<file path="src/rtl/gray_horiz_upsample.sv">
// gray_horiz_upsample
// Horizontal 1:2 upsampler for 8-bit grayscale lines. Every input pixel is
// emitted followed by the truncated midpoint between it and the next pixel
// of the same line; the last pixel of a line is emitted twice, so pixels
// are never blended across a line boundary.
//
// Ports
//   clk             clock, all state on rising edge
//   reset           asynchronous active-low reset
//   pixel_in        input pixel
//   pixel_in_valid  pixel_in is valid
//   pixel_in_ready  input accepted this cycle when valid & ready
//   pixel_out       output pixel (registered)
//   pixel_out_valid pixel_out is valid (registered)
//   pixel_out_ready downstream accepts pixel_out
//   pixel_out_eol   marks the last output pixel of a line (registered)
//
// State      | meaning
// EMPTY      | no pixel held; waiting for column pixel into cur
// WAIT_NEXT  | cur held; waiting for its right neighbour into nxt
// OUT_CUR    | presenting cur
// OUT_MID    | presenting midpoint(cur, nxt); may refill nxt in the same cycle
// LAST_A     | presenting last pixel of the line (first copy)
// LAST_B     | presenting last pixel again, with end-of-line flag
module gray_horiz_upsample #(
    parameter int LINE_WIDTH = 640
) (
    input  logic       clk,
    input  logic       reset,
    input  logic [7:0] pixel_in,
    input  logic       pixel_in_valid,
    output logic       pixel_in_ready,
    output logic [7:0] pixel_out,
    output logic       pixel_out_valid,
    input  logic       pixel_out_ready,
    output logic       pixel_out_eol
);

    localparam int CW = $clog2(LINE_WIDTH);
    localparam logic [CW-1:0] COL_LAST = CW'(LINE_WIDTH - 1);

    typedef enum logic [2:0] {
        EMPTY,
        WAIT_NEXT,
        OUT_CUR,
        OUT_MID,
        LAST_A,
        LAST_B
    } state_t;

    state_t        state;
    logic [CW-1:0] col;
    logic [7:0]    cur;
    logic [7:0]    nxt;
    logic          nxt_last;

    logic          in_fire;
    logic          out_fire;
    logic          col_at_last;
    logic [CW-1:0] col_next;

    function automatic logic [7:0] midpoint(input logic [7:0] a, input logic [7:0] b);
        logic [8:0] sum;
        sum = {1'b0, a} + {1'b0, b};
        return sum[8:1];
    endfunction

    assign col_at_last = (col == COL_LAST);
    assign col_next    = col_at_last ? '0 : col + CW'(1);
    assign in_fire     = pixel_in_valid & pixel_in_ready;
    assign out_fire    = pixel_out_valid & pixel_out_ready;

    // Gated by reset so the block never advertises readiness while held in reset.
    // In OUT_MID a new neighbour can only be taken when the midpoint leaves in
    // the same cycle, and never once the line's last pixel is already held.
    always_comb begin
        pixel_in_ready = 1'b0;
        if (reset) begin
            case (state)
                EMPTY, WAIT_NEXT: pixel_in_ready = 1'b1;
                OUT_MID:          pixel_in_ready = pixel_out_ready & ~nxt_last;
                default:          pixel_in_ready = 1'b0;
            endcase
        end
    end

    // Outputs are loaded together with the state they belong to, so they are
    // plain flops and hold naturally while the downstream stalls.
    always_ff @(posedge clk or negedge reset) begin
        if (!reset) begin
            state           <= EMPTY;
            col             <= '0;
            cur             <= '0;
            nxt             <= '0;
            nxt_last        <= 1'b0;
            pixel_out       <= '0;
            pixel_out_valid <= 1'b0;
            pixel_out_eol   <= 1'b0;
        end else begin
            case (state)
                EMPTY: begin
                    if (in_fire) begin
                        cur   <= pixel_in;
                        col   <= col_next;
                        state <= WAIT_NEXT;
                    end
                end
                WAIT_NEXT: begin
                    if (in_fire) begin
                        nxt             <= pixel_in;
                        nxt_last        <= col_at_last;
                        col             <= col_next;
                        pixel_out       <= cur;
                        pixel_out_valid <= 1'b1;
                        state           <= OUT_CUR;
                    end
                end
                OUT_CUR: begin
                    if (out_fire) begin
                        pixel_out <= midpoint(cur, nxt);
                        state     <= OUT_MID;
                    end
                end
                OUT_MID: begin
                    if (out_fire) begin
                        cur       <= nxt;
                        pixel_out <= nxt;
                        if (nxt_last) begin
                            state <= LAST_A;
                        end else if (in_fire) begin
                            nxt      <= pixel_in;
                            nxt_last <= col_at_last;
                            col      <= col_next;
                            state    <= OUT_CUR;
                        end else begin
                            pixel_out_valid <= 1'b0;
                            state           <= WAIT_NEXT;
                        end
                    end
                end
                LAST_A: begin
                    if (out_fire) begin
                        pixel_out_eol <= 1'b1;
                        state         <= LAST_B;
                    end
                end
                LAST_B: begin
                    if (out_fire) begin
                        nxt_last        <= 1'b0;
                        pixel_out_valid <= 1'b0;
                        pixel_out_eol   <= 1'b0;
                        state           <= EMPTY;
                    end
                end
                default: begin
                    state <= EMPTY;
                end
            endcase
        end
    end

endmodule

</file>
<file path="config.mk">
export PLATFORM = sky130hd
export DESIGN_NAME = gray_horiz_upsample
export DESIGN_NICKNAME = d
export VERILOG_FILES = /design/src/rtl/gray_horiz_upsample.sv
export SDC_FILE = /design/constraint.sdc
export NUM_CORES = 1
export LEC_CHECK = 0
export BUFFER_PORTS_ARGS = -buffer_cell sky130_fd_sc_hd__buf_2
export CAP_MARGIN = 20
export CELL_PAD_IN_SITES_DETAIL_PLACEMENT = 0
export CELL_PAD_IN_SITES_GLOBAL_PLACEMENT = 1
export CORE_MARGIN = 8
export CORE_UTILIZATION = 45
export DETAILED_ROUTE_END_ITERATION = 7
export HOLD_SLACK_MARGIN = 0.12
export PLACE_DENSITY = 0.9
export REMOVE_ABC_BUFFERS = 1
export SYNTH_ARGS = -nofsm -noshare
export SYNTH_HDL_FRONTEND = slang
export SYNTH_SLANG_ARGS = --single-unit
</file>
<file path="constraint.sdc">
create_clock -name clk -period 2.2 [get_ports clk]
set_input_delay 0.33 -clock clk [delete_from_list [all_inputs] [get_ports clk]]
set_output_delay 0.33 -clock clk [all_outputs]
set_load 0.005 [all_outputs]
</file>
-- Yosys cells after proc, flatten, opt, wreduce, memory -nomap -nowiden
Index checks and enable logic that the tools add are counted.
- output and inout bits: 11
- input port bits: 12
- word-level logic and storage cells: 83
- register bits: 40
- add/sub/neg operators: 2
- reduce and logical (&&, ||, !) cells: 16
- bitwise operators: 4
- mux-type cells: 39
- equality and inequality tests: 14
- operators by type and width (kind ; number):
    $mux 8 ; 7
    $mux 10 ; 4
    $pmux 8 s2 ; 2
    $pmux 8 s3 ; 1
    $mux 3 ; 7
    $pmux 10 s2 ; 1
    $pmux 3 s6 ; 1
    $ne 2x2->1 const B ; 8
    $reduce_and 3->1 ; 4
    $reduce_and 6->1 ; 2
    $mux 1 ; 11
    $add 10x1->10 const B ; 1
    $eq 10x10->1 const B ; 1
    $add 8x8->9 ; 1
    $reduce_and 4->1 ; 2
    $reduce_bool 2->1 ; 4
    $eq 3x2->1 const B ; 2
    $eq 3x3->1 const B ; 2
    $pmux 1 s3 ; 2
    $reduce_bool 3->1 ; 2
    $pmux 1 s2 ; 2
    $and 1x1->1 ; 3
    $eq 3x1->1 const B ; 1
    $logic_not 3->1 ; 1
    other kinds (3) ; 3

-- Longest topological paths before layout
- depth in word-level cells: 9
- mapped depth: 7
- mapped depth without buffers: 7

-- Least setup slack after synthesis
Ideal clock, no wire load.
- kind: reg-to-reg
- from: register cur[4]
- to: register pixel_out[6]
- setup time: 0.096 ns
- data arrival time: 1.663 ns
- setup slack: 0.441 ns
- path buffers: 0
- required time: 2.104 ns
- stages on the path, launching flop included: 7
- period minus slack after synthesis: 1.759 ns
- path through: dfrtp_1 ha_1 a21o_1 a21o_1 a221oi_1 xor2_1 o31ai_1
- word-level cells in the longest chain between the ends: 3
- ends and longest elaborated chain (element ; line ; RTL):
    start, declared ; 53 ; logic [7:0] cur;
    start signal, assigned ; 103 ; cur <= pixel_in;
    start signal, assigned ; 126 ; cur <= nxt;
    $add 8x8->9 ; 64 ; sum = {1'b0, a} + {1'b0, b};
    $mux 8 ; 119 ; if (out_fire) begin
    $pmux 8 s3 ; 100 ; case (state)
    end signal, assigned ; 113 ; pixel_out <= cur;
    end signal, assigned ; 120 ; pixel_out <= midpoint(cur, nxt);
    end signal, assigned ; 127 ; pixel_out <= nxt;
    end, declared ; 33 ; output logic [7:0] pixel_out,
Every way passes these cells. The select of a mux whose other input is x is not followed.
A chain may end at the register's enable or synchronous reset.

-- Worst setup path after layout
Same ends and word-level chain as after synthesis.

==> results.json <==
{
  "synth-adder-area-share_pct": 5.51,
  "worst_slew_pin_slew_ns": 0.532,
  "cts_buffer_depth": 2,
  "final_core_util_pct": 51.9,
  "worstSetupEndpointType": "flop",
  "synthesis.instances": 253,
  "power_density_nw_per_um2": 1430,
  "hp-class": "in2async",
  "dieArea_um2": 7830,
  "synth-seq-cells": 40,
  "die_w_um": 88.5,
  "drcViolationCount": 0,
  "layout_min_cycle_time_ns": 1.88,
  "syn2layout_area_growth_pct": 11.5,
  "drive_gt1_share_pct": 20.2,
  "synth_simple_gate_area_share_pct": 23.7,
  "grt_max_degree": 43,
  "timing.hold.ws_ns": 0.218,
  "yosys_warnings": 0,
  "crit_type": "reg2reg",
  "ctsHoldBuffers": 0,
  "ant_nets": 0,
  "multi_input_area_um2": 1280,
  "synth_cell_types": 53,
  "htreeDepth": 2,
  "synth-xor-area-share_pct": 3.34,
  "synth_top_family_by_area": "simple AND/OR/NAND/NOR gates",
  "r2r_end": "pixel_out[6]",
  "muxShareOfSynthArea_pct": 3.81,
  "ys_seq_area_share_pct": 42.4,
  "gp_congestion": 0.905,
  "status": "completed",
  "slew_headroom_pct": 64.5,
  "cts_tree": "done",
  "preCtsSetupSlack_ns": 0.352,
  "start_kind": "flop",
  "rsz0062_at_grt": "no",
  "cts_root_buf": "clkbuf_8",
  "slowest_delay_ns": 0.41,
  "ys.flop_type": "dfrtp_1",
  "p_total_mw": 3.78,
  "crit_required_ns": 2.40,
  "finalSetupViolCount": 0,
  "dp_hpwl_um": 3950,
  "finalInstanceArea_um2": 2640,
  "rows": 26,
  "nets": 297,
  "num_io_pins": 23,
  "worstRegToRegCells": 6,
  "r2r_start": "cur[4]",
  "drv_cap": 0,
  "numCtsBuffers": 5,
  "grt_overflow": 0,
  "cts.sinks": 40,
  "layoutNonFillerInstCount": 347,
  "die_h_um": 88.5,
  "final.setup.worst_slack_ns": 0.319,
  "clk_pin_slew_ns": 0.08,
  "register_area_um2": 1000,
  "clk_latency_ns": 0.29,
  "leakage_nw": 1.17,
  "post-route-period-util_pct": 85.5,
  "via_per_inst": 5.59,
  "placed_cell_area_um2": 2520,
  "cp_max_fo": 5,
  "drt-initial-drc-count": 153,
  "crit_path_frequent_cell": "a21o_1",
  "dr.pass1.iters": 4,
  "n_fill_cell": 504,
  "grt_pass1_wl_um": 9400,
  "initial_core_util_pct": 46.6,
  "antenna_found_initial": 0,
  "cts_setup_buffers": 0,
  "routed_wl_um": 5460,
  "synth-compound-area-share_pct": 17.7,
  "finalHoldViolCount": 0,
  "vias": 1939,
  "io_buffers": 22,
  "avgSynthCellArea_um2": 9.34,
  "insertedDiodeCount": 0,
  "fmax_mhz": 532,
  "cts_resized": 0,
  "synth_edf_count": 0,
  "finalClockSkew_ns": 0.00534,
  "coreArea_um2": 5070,
  "vdd_drop_max_v": 0.000696,
  "synth-async-reset-ratio_pct": 100,
  "wire_per_inst_um": 15.7,
  "ff2ff_setup_slack_ns": 0.32,
  "first_global_vias": 1920,
  "crit_slowest_cell": "dfrtp_1",
  "netlist_area_um2": 2360,
  "tns_ns": 0,
  "placed_cells": 339,
  "crit_arrival_ns": 2.08,
  "slew_violations": 0,
  "path_cells": "ha_1 > a21o_1 > a21o_1 > a221oi_1 > xor2_1 > o31ai_1",
  "grtUsageTotal_pct": 15.4
}
==> layer usage <==
layer / GRT usage, % / vias to the layer above / wire length (um)
met1: 20.9 / 928 / 2600
met5: 0 / - / 0
met2: 23.8 / 46 / 2560
met4: 6.14 / 0 / 70
li1: - / 961 / -
met3: 2.51 / 4 / 240
==> state kept, by name, indices dropped and copies added, names as in the netlist <==
register and flops:
pixel_out_valid 1, nxt_last 1, cur 8, pixel_out 8, state 3, pixel_out_eol 1, col 10, nxt 8
==> power by group <==
group	total, mW	switching (mW)	internal, mW	leakage (nW)
registers	1.35	0.305	1.04	0.489
logic	1.82	0.991	0.829	0.627
clock network	0.612	0.276	0.336	0.0541
total	3.78	1.57	2.21	1.17
==> Yosys cell counts, types with 2 or more instances <==
library cell   n  area share, %
nand3b_1       2           0.64
o21ai_1        2           0.42
nor2_1        30            4.8
buf_4          2           0.64
a21oi_1       14            3.0
o22ai_1        9            2.4
or2_2          2           0.53
nand2_1       31            4.9
and3_1         3           0.79
o31ai_1        3           0.95
o21ai_0       19            4.0
a31oi_1        5            1.3
xor2_1         6            2.2
nor3_1         3           0.64
nand4_1        2           0.53
or3_1          3           0.79
nor2b_1        4            1.1
o211ai_1       2           0.64
inv_1          5           0.79
ha_1           8            4.2
dfrtp_1       40             42
xnor2_1        3            1.1
nor3_2         3            1.3
a21o_1         3           0.95
buf_6          2           0.95
buf_2          5            1.1
nand3_1        8            1.7
nand2_4        2           0.95
mux2_2         8            3.8
==> layout by cell type (no fill, tap or decap), types with 4 or more instances in the layout <==
cell type  instances
dfrtp_1           40
o21ai_0           19
o22ai_1            9
inv_1              5
nor2b_1            4
xor2_1             6
clkbuf_8           5
nand2_1           31
buf_4              4
a21oi_1           14
nand3_1            8
ha_1               8
a31oi_1            5
mux2_2             8
nor2_1            30
buf_2             22
==> worst max-delay path, delay by kind of cell, from the launching register on <==
| kind | cells | cell delay (ns) |
|---|---|---|
| flops | 1 | 0.41 |
| fa+ha+maj | 1 | 0.36 |
| xor+xnor | 1 | 0.11 |
| compound gates | 4 | 0.90 |
==> logic make-up after synthesis <==
kind of cell / after synthesis
AO/OA/AOI/OAI: 67
XOR/XNOR: 9
adder cells (fa/ha/maj): 10
buffers and inverters: 15
flip-flops: 40
multiplexers: 8
AND/OR/NAND/NOR: 104
==> final cells by class <==
class	instances	share of cell area [%]
multi-input combinational	198	48.5
sequential	40	38.0
timing repair buffer	26	5.32
tap	70	3.32
clock buffer	5	2.61
clock inverter	3	1.61
inverter	5	0.712
==> worst max path at each step <==
stage / start / endpoint / cells after the start
2_1_floorplan: cur[4] / pixel_out[6] / 6
3_3_place_gp: cur[4] / pixel_out[6] / 6
3_5_place_dp: cur[4] / pixel_out[6] / 6
4_1_cts: cur[4] / pixel_out[6] / 6
5_1_grt: cur[1] / pixel_out[5] / 7
6_report: cur[4] / pixel_out[6] / 6
(Power assumes the default switching activity.)
